$ cat src/rtl/regfile_writeback_arbiter_if.sv
// Write-port sharing bus between the pipeline writeback (A), the multi-cycle
// unit (B) and the register file write port.
interface regfile_writeback_arbiter_if #(
  parameter int unsigned N     = 32,
  parameter int unsigned DEPTH = 4
);
  localparam int unsigned PW = $clog2(DEPTH) + 1;
  localparam int unsigned RW = 5;

  logic          a_valid;
  logic [RW-1:0] a_reg;
  logic [N-1:0]  a_data;
  logic          a_stall;

  logic          b_valid;
  logic [RW-1:0] b_reg;
  logic [N-1:0]  b_data;
  logic          b_ready;
  logic [PW-1:0] b_pending;

  logic          WriteEn;
  logic [RW-1:0] WriteReg;
  logic [N-1:0]  wd3;

  modport master (
    output a_valid, a_reg, a_data, b_valid, b_reg, b_data,
    input  a_stall, b_ready, b_pending, WriteEn, WriteReg, wd3
  );

  modport slave (
    input  a_valid, a_reg, a_data, b_valid, b_reg, b_data,
    output a_stall, b_ready, b_pending, WriteEn, WriteReg, wd3
  );
endinterface

$ cat src/rtl/regfile_writeback_arbiter.sv
// Arbitrates the single register-file write port between fixed-priority
// writeback A and FIFO-buffered producer B, with bounded starvation of B.
module regfile_writeback_arbiter #(
  parameter int unsigned N            = 32,
  parameter int unsigned DEPTH        = 4,
  parameter int unsigned STARVE_LIMIT = 8
) (
  input  logic Clock,
  input  logic R,
  regfile_writeback_arbiter_if.slave bus
);

  localparam int unsigned AW = $clog2(DEPTH);
  localparam int unsigned PW = AW + 1;
  localparam int unsigned SW = $clog2(STARVE_LIMIT + 1);
  localparam int unsigned RW = 5;

  typedef enum logic {
    NORMAL = 1'b0,
    FORCE  = 1'b1
  } state_t;

  state_t        state;
  state_t        state_nxt;
  logic [SW-1:0] starve;
  logic [SW-1:0] starve_nxt;

  logic [RW-1:0] mem_reg  [DEPTH];
  logic [N-1:0]  mem_data [DEPTH];
  logic [AW-1:0] wr_ptr;
  logic [AW-1:0] rd_ptr;
  logic [PW-1:0] count;

  logic a_req;
  logic fifo_empty;
  logic fifo_full;
  logic push;
  logic grant_a;
  logic grant_b;

  // Request qualification; writes to x0 never reach the port
  assign a_req      = bus.a_valid && (bus.a_reg != '0);
  assign fifo_empty = (count == '0);
  assign fifo_full  = (count == PW'(DEPTH));
  assign bus.b_ready   = !R && !fifo_full;
  assign push          = bus.b_valid && bus.b_ready && (bus.b_reg != '0);
  assign bus.b_pending = count;

  // State register
  always_ff @(posedge Clock or posedge R) begin
    if (R) begin
      state  <= NORMAL;
      starve <= '0;
    end else begin
      state  <= state_nxt;
      starve <= starve_nxt;
    end
  end

  // Next state: starvation counter and NORMAL/FORCE transitions
  always_comb begin
    state_nxt  = state;
    starve_nxt = starve;
    if (grant_b || fifo_empty) begin
      starve_nxt = '0;
    end else if ((state == NORMAL) && grant_a && (starve != SW'(STARVE_LIMIT))) begin
      starve_nxt = starve + SW'(1);
    end
    unique case (state)
      NORMAL: if (starve_nxt == SW'(STARVE_LIMIT)) state_nxt = FORCE;
      FORCE:  if (grant_b) state_nxt = NORMAL;
    endcase
  end

  // Outputs: grant decision and Moore stall
  always_comb begin
    grant_a     = 1'b0;
    grant_b     = 1'b0;
    bus.a_stall = (state == FORCE);
    unique case (state)
      NORMAL: begin
        grant_a = a_req;
        grant_b = !a_req && !fifo_empty;
      end
      FORCE: begin
        grant_b = !fifo_empty;
      end
    endcase
  end

  // FIFO storage; contents are qualified by count so no reset is needed
  always_ff @(posedge Clock) begin
    if (push) begin
      mem_reg[wr_ptr]  <= bus.b_reg;
      mem_data[wr_ptr] <= bus.b_data;
    end
  end

  // FIFO pointers and occupancy; pops see only entries pushed in earlier cycles
  always_ff @(posedge Clock or posedge R) begin
    if (R) begin
      wr_ptr <= '0;
      rd_ptr <= '0;
      count  <= '0;
    end else begin
      if (push)    wr_ptr <= wr_ptr + AW'(1);
      if (grant_b) rd_ptr <= rd_ptr + AW'(1);
      unique case ({push, grant_b})
        2'b10:   count <= count + PW'(1);
        2'b01:   count <= count - PW'(1);
        default: count <= count;
      endcase
    end
  end

  // Registered register-file write port; address/data hold when idle
  always_ff @(posedge Clock or posedge R) begin
    if (R) begin
      bus.WriteEn  <= 1'b0;
      bus.WriteReg <= '0;
      bus.wd3      <= '0;
    end else if (grant_a) begin
      bus.WriteEn  <= 1'b1;
      bus.WriteReg <= bus.a_reg;
      bus.wd3      <= bus.a_data;
    end else if (grant_b) begin
      bus.WriteEn  <= 1'b1;
      bus.WriteReg <= mem_reg[rd_ptr];
      bus.wd3      <= mem_data[rd_ptr];
    end else begin
      bus.WriteEn  <= 1'b0;
    end
  end

endmodule
$ cat src/flat_wrapper.sv
// flat-port wrapper written by rule: the top's interface ports become plain ports
module regfile_writeback_arbiter_flat 
#(
  parameter int unsigned N            = 32,
  parameter int unsigned DEPTH        = 4,
  parameter int unsigned STARVE_LIMIT = 8
)
  (Clock, R, bus_a_valid, bus_a_reg, bus_a_data, bus_b_valid, bus_b_reg, bus_b_data, bus_a_stall, bus_b_ready, bus_b_pending, bus_WriteEn, bus_WriteReg, bus_wd3);
  regfile_writeback_arbiter_if #(.N(N), .DEPTH(DEPTH)) bus_i ();
  input  logic Clock;
  input  logic R;
  input wire logic [$bits(bus_i.a_valid)-1:0] bus_a_valid;
  input wire logic [$bits(bus_i.a_reg)-1:0] bus_a_reg;
  input wire logic [$bits(bus_i.a_data)-1:0] bus_a_data;
  input wire logic [$bits(bus_i.b_valid)-1:0] bus_b_valid;
  input wire logic [$bits(bus_i.b_reg)-1:0] bus_b_reg;
  input wire logic [$bits(bus_i.b_data)-1:0] bus_b_data;
  output wire logic [$bits(bus_i.a_stall)-1:0] bus_a_stall;
  output wire logic [$bits(bus_i.b_ready)-1:0] bus_b_ready;
  output wire logic [$bits(bus_i.b_pending)-1:0] bus_b_pending;
  output wire logic [$bits(bus_i.WriteEn)-1:0] bus_WriteEn;
  output wire logic [$bits(bus_i.WriteReg)-1:0] bus_WriteReg;
  output wire logic [$bits(bus_i.wd3)-1:0] bus_wd3;
  assign bus_i.a_valid = bus_a_valid;
  assign bus_i.a_reg = bus_a_reg;
  assign bus_i.a_data = bus_a_data;
  assign bus_i.b_valid = bus_b_valid;
  assign bus_i.b_reg = bus_b_reg;
  assign bus_i.b_data = bus_b_data;
  assign bus_a_stall = bus_i.a_stall;
  assign bus_b_ready = bus_i.b_ready;
  assign bus_b_pending = bus_i.b_pending;
  assign bus_WriteEn = bus_i.WriteEn;
  assign bus_WriteReg = bus_i.WriteReg;
  assign bus_wd3 = bus_i.wd3;
  regfile_writeback_arbiter #(.N(N), .DEPTH(DEPTH), .STARVE_LIMIT(STARVE_LIMIT)) u_core (.Clock(Clock), .R(R), .bus(bus_i));
endmodule
$ cat config.mk
export PLATFORM = sky130hd
export DESIGN_NAME = regfile_writeback_arbiter_flat
export DESIGN_NICKNAME = d
export VERILOG_FILES = /design/src/rtl/regfile_writeback_arbiter_if.sv /design/src/rtl/regfile_writeback_arbiter.sv /design/src/flat_wrapper.sv
export SDC_FILE = /design/constraint.sdc
export NUM_CORES = 1
export LEC_CHECK = 0
export CAP_MARGIN = 20
export CORE_ASPECT_RATIO = 0.8
export CORE_MARGIN = 2
export CORE_UTILIZATION = 53
export CTS_CLUSTER_DIAMETER = 120
export CTS_CLUSTER_SIZE = 20
export DETAILED_ROUTE_END_ITERATION = 8
export GPL_TIMING_DRIVEN = 0
export PLACE_DENSITY_LB_ADDON = 0.3
export SYNTH_ARGS = -nofsm -noshare
export SYNTH_HDL_FRONTEND = slang
export SYNTH_SLANG_ARGS = --single-unit
$ cat constraint.sdc
create_clock -name Clock -period 3.1 [get_ports Clock]
set_input_delay 0.775 -clock Clock [delete_from_list [all_inputs] [get_ports Clock]]
set_output_delay 0.775 -clock Clock [all_outputs]
set_load 0.05 [all_outputs]
==> results of run 1 <==
critical path, cell delays in order:
cell and delay, ns:
clkdlybuf4s50_1 0.44, a31oi_2 0.18, clkdlybuf4s50_1 0.83
cell type report:
cell class	count	area [um^2]	share of cell area
inverter	9	33.8	0.00345
multi-input combinational	230	1900	0.194
clock buffer	19	433	0.0442
timing repair buffer	123	1240	0.126
sequential	198	5700	0.582
clock inverter	13	134	0.0137
tap	184	230	0.0235
buffer	24	125	0.0128
power by group:
group          total (uW)  internal (uW)  switching, uW
combinational        3140           1240           1890
clock                2120           1180            937
sequential           3530           3320            210
stage by stage:
stage / power, uW / hold WS (ns) / cells / TNS [ns]
after floorplan: 5710 / 0.534 / 461 / 0
after global placement: 6640 / 0.525 / 765 / -3.06
after detailed placement: 6740 / 0.533 / 766 / -10.26
after CTS: 8840 / 0.545 / 798 / 0
after global routing: 9160 / 0.562 / 800 / 0
final: 8790 / 0.545 / 800 / 0
cell usage in the layout, fill, tap and decap left out, drive strengths merged:
| cell | n |
|---|---|
| clkdlybuf4s50 | 120 |
| or3 | 1 |
| edfxtp | 148 |
| o21ai | 1 |
| nor3 | 5 |
| mux2i | 2 |
| and2 | 5 |
| or4 | 2 |
| nand3 | 3 |
| bufinv | 2 |
| clkbuf | 28 |
| a32oi | 1 |
| nor2b | 1 |
| a32o | 1 |
| dfrtp | 50 |
| mux4 | 37 |
| nor2 | 39 |
| clkinv | 5 |
| o221a | 1 |
| inv | 9 |
| ha | 7 |
| clkinvlp | 6 |
| xnor2 | 4 |
| a31oi | 36 |
| nand2 | 74 |
| mux2 | 3 |
| fa | 1 |
| xor2 | 4 |
| buf | 18 |
| o211a | 1 |
| a211o | 1 |
Yosys cell counts (all sizes together), types with 2 or more instances:
cell type,number
edfxtp,148
nand2,74
dfrtp,50
nor2,39
mux4,37
a31oi,36
buf,15
clkbuf,9
inv,9
ha,7
and2,5
nor3,5
xnor2,4
xor2,4
mux2,3
nand3,3
mux2i,2
or4,2
cell families after synthesis:
logic type	count (synthesis)
simple gates	130
compound gates	42
buf+inv	33
flops	198
mux	42
fa+ha+maj	8
xor+xnor	8
worst paths after layout:
path                       slack (ns)                                   to
max                              0.09                          bus_b_ready
min                              0.54       u_core.bus.wd3[27]$_DFFE_PP0P_
max reg2reg                      0.63  u_core.bus.b_pending[2]$_DFFE_PP0P_
min reg2reg                      0.54       u_core.bus.wd3[27]$_DFFE_PP0P_
max in group asynchronous        1.82        u_core.bus.wd3[8]$_DFFE_PP0P_
min in group asynchronous        0.72  u_core.bus.b_pending[1]$_DFFE_PP0P_
per-layer routing:
layer  up-vias  part of all wire  global-route usage
met4         0             0.017              0.0734
met5         -                 0                   0
met1      2307              0.45               0.306
met2       149              0.48               0.342
li1       2036                 -                   -
met3        29             0.060              0.0597
repair_timing:
item	CTS	global route
buffers inserted	0	2
endpoints found under the setup margin	0	1
hold buffers	0	0
==> flow_summary.json, run 1 <==
{
  "postSynthAreaPerCell_um2": 16.8,
  "vias": 4521,
  "p_leak_uw": 0.00347,
  "clk_latency_ns": 0.43,
  "synth_top_area_cell": "edfxtp_1",
  "drt_first_pass_iters": 5,
  "slew_headroom": 0.295,
  "required_ns": 2.32,
  "yosys_warnings": 0,
  "ys_types": 31,
  "max-vdd-ir-drop_uv": 590,
  "status": "completed",
  "synth_compound_area_frac": 0.0375,
  "cts_buffers": 17,
  "die_height_um": 112,
  "synth_edf_count": 148,
  "fillers": 971,
  "setup-violations-final": 0,
  "synth_area_mm2": 0.00774,
  "rsz0062_at_grt": "false",
  "yosys.area_share.simple": 0.0687,
  "fmax_mhz": 333,
  "cts_resized": 0,
  "period_share": 0.970,
  "seq_area_frac_synth": 0.736,
  "clock-sinks": 198,
  "pin_count": 121,
  "area_growth_syn_to_layout_pct": 26.4,
  "min_path_cells": 2,
  "ys_async_sr_fraction": 0.253,
  "ant_nets": 0,
  "timing.critical_path.fanout_max": 2,
  "start_util": 0.541,
  "grt_overflow": 0,
  "reg2reg_from": "u_core.bus.b_pending[2]$_DFFE_PP0P_",
  "worst_slew_pin_slew_ns": 1.06,
  "fin_crit_ns": 3.01,
  "layout_setup_ws_ns": 0.0926,
  "synth_top_area_frac": 0.574,
  "endpoint_kind": "primary output",
  "rr_worst_depth": 9,
  "synth_seq_cells": 198,
  "gr-usage-all-layers": 0.219,
  "final_core_util": 0.684,
  "drc": 0,
  "max_cap_violations": 0,
  "post-place-ws_ns": -0.331,
  "crit_path_start_kind": "input port",
  "muxShareOfSynthArea": 0.115,
  "die_w_um": 139,
  "wl_per_cell_um": 20.4,
  "finalHoldViolations": 0,
  "coreArea_mm2": 0.0143,
  "grt_pass1_vias": 4729,
  "nets": 689,
  "synth_xor_area_frac": 0.00905,
  "drt_iter0_drc": 365,
  "h-tree-depth": 4,
  "largest_reg_flops": 128,
  "cts_tree": "built",
  "synthTopCellsByArea": "edfxtp_1, dfrtp_1, mux4_2",
  "viasPerCell": 5.65,
  "ys.flop_type": "edfxtp_1",
  "num_rows": 39,
  "placed_cell_area_mm2": 0.00920,
  "fp.dieArea_mm2": 0.0156,
  "mappedNetlistNets": 547,
  "drive_above_1_share": 0.157,
  "synth_fa_ha_area_frac": 0.0139,
  "slew_violations": 0,
  "max-clock-path-buffers": 2,
  "hpwl_mm": 10.5,
  "grt_max_degree": 38,
  "antenna_cells": 0,
  "power_density_mw_per_mm2": 898,
  "critPathKind": "input port to primary output",
  "cts-root-buf": "clkbuf_16",
  "clk_pin_slew_ns": 0.07,
  "startpoint": "R",
  "finalWeightedCongestion": 0.784,
  "syn_inst": 461,
  "worstHoldPathType": "flip-flop to flip-flop",
  "cp_data_arrival_time_ns": 2.23,
  "drt_wl_total_mm": 16.3,
  "worstHoldStart": "u_core.bus.wd3[27]$_DFFE_PP0P_",
  "fin_skew_ns": 0.00952,
  "grt_pass1_wl_mm": 25.5,
  "fin_area_mm2": 0.00979,
  "synth_top_family_by_area": "multiplexers",
  "portBuffers": 120,
  "antenna_found_initial": 0
}
No activity file was read; power rests on OpenSTA's default activity.
==> run 2: changes to the inputs <==
--- a/config.mk
+++ b/config.mk
@@ -7,7 +7,6 @@
 export LEC_CHECK = 0
 export CAP_MARGIN = 20
 export CORE_ASPECT_RATIO = 0.8
-export CORE_MARGIN = 2
 export CORE_UTILIZATION = 53
 export CTS_CLUSTER_DIAMETER = 120
 export CTS_CLUSTER_SIZE = 20
==> flow_summary.json, run 2 (same netlist as run 1, synthesis figures left out) <==
{
  "post-place-ws_ns": -0.319,
  "finalWeightedCongestion": 0.749,
  "startpoint": "R",
  "fin_skew_ns": 0.0144,
  "h-tree-depth": 4,
  "slew_violations": 0,
  "grtUsageMet2": 0.375,
  "worstHoldStart": "u_core.bus.wd3[28]$_DFFE_PP0P_",
  "min_path_cells": 2,
  "rsz0062_at_grt": "false",
  "cts_buffers": 17,
  "p_leak_uw": 0.00351,
  "antenna_cells": 0,
  "ant_nets": 0,
  "hold-path-endpoint": "u_core.bus.wd3[28]$_DFFE_PP0P_",
  "r2r_slack_ns": 0.64,
  "endpoint_kind": "primary output",
  "num_rows": 39,
  "cp_common_cell": "clkdlybuf4s50_1",
  "nets": 688,
  "drive_above_1_share": 0.159,
  "layout_commonest_cell": "edfxtp_1",
  "setup-violations-final": 0,
  "period_share": 0.970,
  "drt_first_pass_iters": 5,
  "swShare": 0.341,
  "rr_worst_depth": 9,
  "fin_crit_ns": 3.01,
  "top_usage_layer": "met2",
  "power_frac_comb": 0.349,
  "max-clock-path-buffers": 2,
  "use_met1": 0.313,
  "power_density_mw_per_mm2": 917,
  "worstHoldPathType": "flip-flop to flip-flop",
  "grt_pass1_vias": 4533,
  "start_util": 0.543,
  "crit_slowest_cell": "clkdlybuf4s50_1",
  "p_switching_uw": 3080,
  "coreArea_mm2": 0.0142,
  "drc": 0,
  "grt_overflow": 0,
  "pwr-share-seq": 0.392,
  "reg2reg_from": "u_core.bus.b_pending[2]$_DFFE_PP0P_",
  "cp_top_family": "buffers and inverters",
  "hpwl_mm": 10.4,
  "layout_common_cells": "edfxtp_1, clkdlybuf4s50_1, nand2_1",
  "finalHoldViolations": 0,
  "pin_count": 121,
  "drt_iter0_drc": 295,
  "fmax_mhz": 333,
  "grt_pass1_wl_mm": 24.9,
  "max_cap_violations": 0,
  "path_cells": "clkdlybuf4s50_1 -> a31oi_2 -> clkdlybuf4s50_1",
  "area_growth_syn_to_layout_pct": 27.2,
  "cts-root-buf": "clkbuf_16",
  "grt_max_degree": 38,
  "r2r-end": "u_core.bus.b_pending[2]$_DFFE_PP0P_",
  "worst_slew_pin_slew_ns": 1.05,
  "critPathKind": "input port to primary output",
  "wl_per_cell_um": 20.5,
  "cp_data_arrival_time_ns": 2.23,
  "worstPathBufferInverterCount": 2,
  "gr-usage-all-layers": 0.233,
  "internal_power_uw": 5950,
  "grtUsageMet3": 0.0594,
  "viasPerCell": 5.58,
  "die_height_um": 110,
  "critical_path.max_stage_delay_ns": 0.83,
  "antenna_found_initial": 0,
  "timing.critical_path.fanout_max": 2,
  "fp.dieArea_mm2": 0.0151,
  "max-vdd-ir-drop_uv": 605,
  "required_ns": 2.32,
  "clkPwrFrac": 0.260,
  "slew_headroom": 0.300,
  "cts_tree": "built",
  "crit_path_start_kind": "input port",
  "layout_setup_ws_ns": 0.0931,
  "largest_reg_flops": 128,
  "clock-sinks": 198,
  "portBuffers": 120,
  "cts_resized": 0,
  "clk_pin_slew_ns": 0.06,
  "die_w_um": 137,
  "cts_hold_buf": 0,
  "fin_hold_ws_ns": 0.546,
  "clk_latency_ns": 0.43,
  "drt_wl_total_mm": 16.4,
  "status": "completed",
  "vias": 4457,
  "postCtsSetupBuffers": 0
}
==> run 2: cell types whose count changed in the layout (fill, tap and decap cells not counted), sizes merged <==
cell,before,now
buf,18,17
bufinv,2,4
clkbuf,28,27
clkinv,5,6
clkinvlp,6,2
inv,9,11
==> run 2: worst max path at each step <==
stage	endpoint	slack, ns	depth (start not counted)
CTS	bus_b_ready	0.09	3
global placement	u_core.bus.b_pending[2]$_DFFE_PP0P_	-0.27	10
floorplan	u_core.mem_data[0][0]$_DFFE_PP_	0.36	4
global route	bus_b_ready	0.03	3
detailed placement	u_core.bus.b_pending[2]$_DFFE_PP0P_	-0.32	10
finish	bus_b_ready	0.09	3
==> run 2: area by class of cell <==
type,instances,area (um^2)
clock inverters,14,198
multi-input cells,230,1900
fillers,924,4400
flip-flops and latches,198,5700
plain buffers,24,125
clock buffers,18,439
repair buffers,122,1230
inverters,9,33.8
well taps,184,230
==> run 2: stage by stage <==
| stage | setup TNS [ns] | total power [uW] | util | instance area, um^2 | std cells |
|---|---|---|---|---|---|
| final | 0 | 9030 | 0.691 | 9850 | 799 |
| after global routing | 0 | 9420 | 0.691 | 9850 | 799 |
| after CTS | 0 | 9090 | 0.691 | 9840 | 798 |
| after detailed placement | -10.27 | 6740 | 0.646 | 9200 | 766 |
| after global placement | -5.63 | 6640 | 0.645 | 9180 | 765 |
| after floorplan | 0 | 5710 | - | 7750 | 461 |
==> run 2: worst min-delay path, cell delays in order (launching register included) <==
cell and delay (ns):
dfrtp_1 0.38, nand2_1 0.06, a31oi_1 0.07
==> run 2: routing by layer <==
metal  routed length [um]  part of all wire  vias up
met2                 8070              0.49      139
li1                     -                 -     2023
met3                  889             0.054       22
met1                 7180              0.44     2273
met4                  259             0.016        0
met5                    0                 0        -
==> run 2: power by group through the flow <==
stage,registers [uW],clock network (uW),logic (uW)
6_report,3540,2350,3150
3_3_place_gp,3550,0,3090
5_1_grt,3580,2470,3370
4_1_cts,3540,2370,3180
3_5_place_dp,3590,0,3160
2_1_floorplan,4270,0,1440
==> run 3: changes to the inputs <==
--- a/config.mk
+++ b/config.mk
@@ -6,8 +6,10 @@
 export NUM_CORES = 1
 export LEC_CHECK = 0
 export CAP_MARGIN = 20
+export CELL_PAD_IN_SITES_DETAIL_PLACEMENT = 0
+export CELL_PAD_IN_SITES_GLOBAL_PLACEMENT = 1
 export CORE_ASPECT_RATIO = 0.8
-export CORE_UTILIZATION = 53
+export CORE_UTILIZATION = 45
 export CTS_CLUSTER_DIAMETER = 120
 export CTS_CLUSTER_SIZE = 20
 export DETAILED_ROUTE_END_ITERATION = 8
==> flow_summary.json, run 3 (same netlist as run 1, synthesis figures left out) <==
{
  "grt_pass1_wl_mm": 25.3,
  "rsz0062_at_grt": "false",
  "grtUsageMet2": 0.317,
  "fmax_mhz": 332,
  "coreArea_mm2": 0.0167,
  "wl_per_cell_um": 19.5,
  "swShare": 0.342,
  "p_leak_uw": 0.00350,
  "die_w_um": 149,
  "critical_path.max_stage_delay_ns": 0.83,
  "clk_pin_slew_ns": 0.07,
  "layout_common_cells": "edfxtp_1, clkdlybuf4s50_1, nand2_1",
  "critPathKind": "input port to primary output",
  "area_growth_syn_to_layout_pct": 27.8,
  "drive_above_1_share": 0.158,
  "ant_nets": 0,
  "use_met1": 0.263,
  "postCtsSetupBuffers": 0,
  "min_path_cells": 1,
  "multi_input_comb_area_mm2": 0.00190,
  "cp_common_cell": "clkdlybuf4s50_1",
  "power_frac_comb": 0.347,
  "hpwl_mm": 10.5,
  "cp_data_arrival_time_ns": 2.24,
  "drt_first_pass_iters": 4,
  "timing.critical_path.fanout_max": 2,
  "power_density_mw_per_mm2": 913,
  "max-vdd-ir-drop_uv": 542,
  "drt_wl_total_mm": 16.2,
  "h-tree-depth": 4,
  "cts_tree": "built",
  "clkPwrFrac": 0.262,
  "viasPerCell": 5.28,
  "grt_overflow": 0,
  "crit_path_start_kind": "input port",
  "fillers": 1243,
  "drc": 0,
  "nets": 687,
  "slew_violations": 0,
  "p_switching_uw": 3090,
  "pin_count": 121,
  "num_rows": 42,
  "finalWeightedCongestion": 0.710,
  "path_cells": "clkdlybuf4s50_1 -> a31oi_2 -> clkdlybuf4s50_1",
  "max_cap_violations": 0,
  "fin_crit_ns": 3.01,
  "top_usage_layer": "met2",
  "largest_reg_flops": 128,
  "gr-usage-all-layers": 0.199,
  "clk_latency_ns": 0.44,
  "fp.dieArea_mm2": 0.0177,
  "pwr-share-seq": 0.391,
  "fin_tns_setup_ns": 0,
  "grt_max_degree": 38,
  "endpoint_kind": "primary output",
  "layout_commonest_cell": "edfxtp_1",
  "status": "completed",
  "worstHoldPathType": "flip-flop to flip-flop",
  "seqCellArea_mm2": 0.00570,
  "antenna_cells": 0,
  "vias": 4407,
  "period_share": 0.971,
  "grt_pass1_vias": 4585,
  "total_power_uw": 9030,
  "cts-root-buf": "clkbuf_16",
  "setup-violations-final": 0,
  "grtUsageMet3": 0.0563,
  "antenna_found_initial": 0,
  "fin_skew_ns": 0.00964,
  "rr_worst_depth": 9,
  "start_util": 0.465,
  "max-clock-path-buffers": 2,
  "internal_power_uw": 5940,
  "worst_slew_pin_slew_ns": 1.06,
  "slew_headroom": 0.294,
  "crit_slowest_cell": "clkdlybuf4s50_1",
  "die_height_um": 119,
  "finalHoldViolations": 0,
  "cts_buffers": 17,
  "portBuffers": 120,
  "drt_iter0_drc": 285,
  "cts_resized": 0,
  "cts_hold_buf": 0,
  "required_ns": 2.32,
  "clock-sinks": 198
}
run 3: changes by cell type in the layout (fill, tap and decap cells not counted):
cell	change
buf_4	-1
clkbuf_8	-1
clkinv_2	-2
clkinv_4	-1
clkinvlp_4	+1
inv_6	+1
inv_8	+2
run 3: per-layer routing:
metal | vias up | share of wire
met4 | 0 | 0.010
met1 | 2246 | 0.45
met5 | - | 0
met3 | 14 | 0.062
met2 | 122 | 0.48
li1 | 2025 | -
run 3: path summary, 6_finish.rpt:
| kind | to | slack [ns] | start |
|---|---|---|---|
| max | bus_b_ready | 0.09 | R |
| min | u_core.bus.a_stall$_DFF_PP0_ | 0.54 | u_core.bus.a_stall$_DFF_PP0_ |
| max reg2reg | u_core.bus.b_pending[2]$_DFFE_PP0P_ | 0.70 | u_core.bus.b_pending[2]$_DFFE_PP0P_ |
| min reg2reg | u_core.bus.a_stall$_DFF_PP0_ | 0.54 | u_core.bus.a_stall$_DFF_PP0_ |
| max in group asynchronous | u_core.bus.wd3[14]$_DFFE_PP0P_ | 1.77 | R |
| min in group asynchronous | u_core.bus.WriteEn$_DFF_PP0_ | 0.77 | R |
run 3: stage by stage:
step | cells | hold slack [ns] | instance area [um^2] | setup slack [ns] | util
finish | 834 | 0.542 | 9890 | 0.0893 | 0.594
global route | 834 | 0.558 | 9890 | 0.0302 | 0.594
CTS | 834 | 0.541 | 9890 | 0.0830 | 0.594
detailed placement | 802 | 0.524 | 9250 | -0.303 | 0.555
global placement | 801 | 0.524 | 9230 | -0.286 | 0.554
floorplan | 461 | 0.534 | 7750 | 0.358 | -
run 3: critical path, delay by kind of cell:
kind	cells	cell delay, ns
AOI/OAI and AO/OA	1	0.18
buffers and inverters	2	1.28
run 3: cell type report:
class / count / share of cell area
buffer: 24 / 0.0126
sequential: 198 / 0.576
multi-input combinational: 230 / 0.192
clock inverter: 15 / 0.0220
clock buffer: 17 / 0.0430
inverter: 9 / 0.00342
tap: 220 / 0.0278
timing repair buffer: 121 / 0.123
run 3: power groups by stage:
stage	sequential (uW)	combinational, uW	clock (uW)
2_1_floorplan	4270	1440	0
3_5_place_dp	3590	3160	0
4_1_cts	3530	3180	2410
5_1_grt	3580	3360	2510
6_report	3530	3130	2370
3_3_place_gp	3560	3120	0
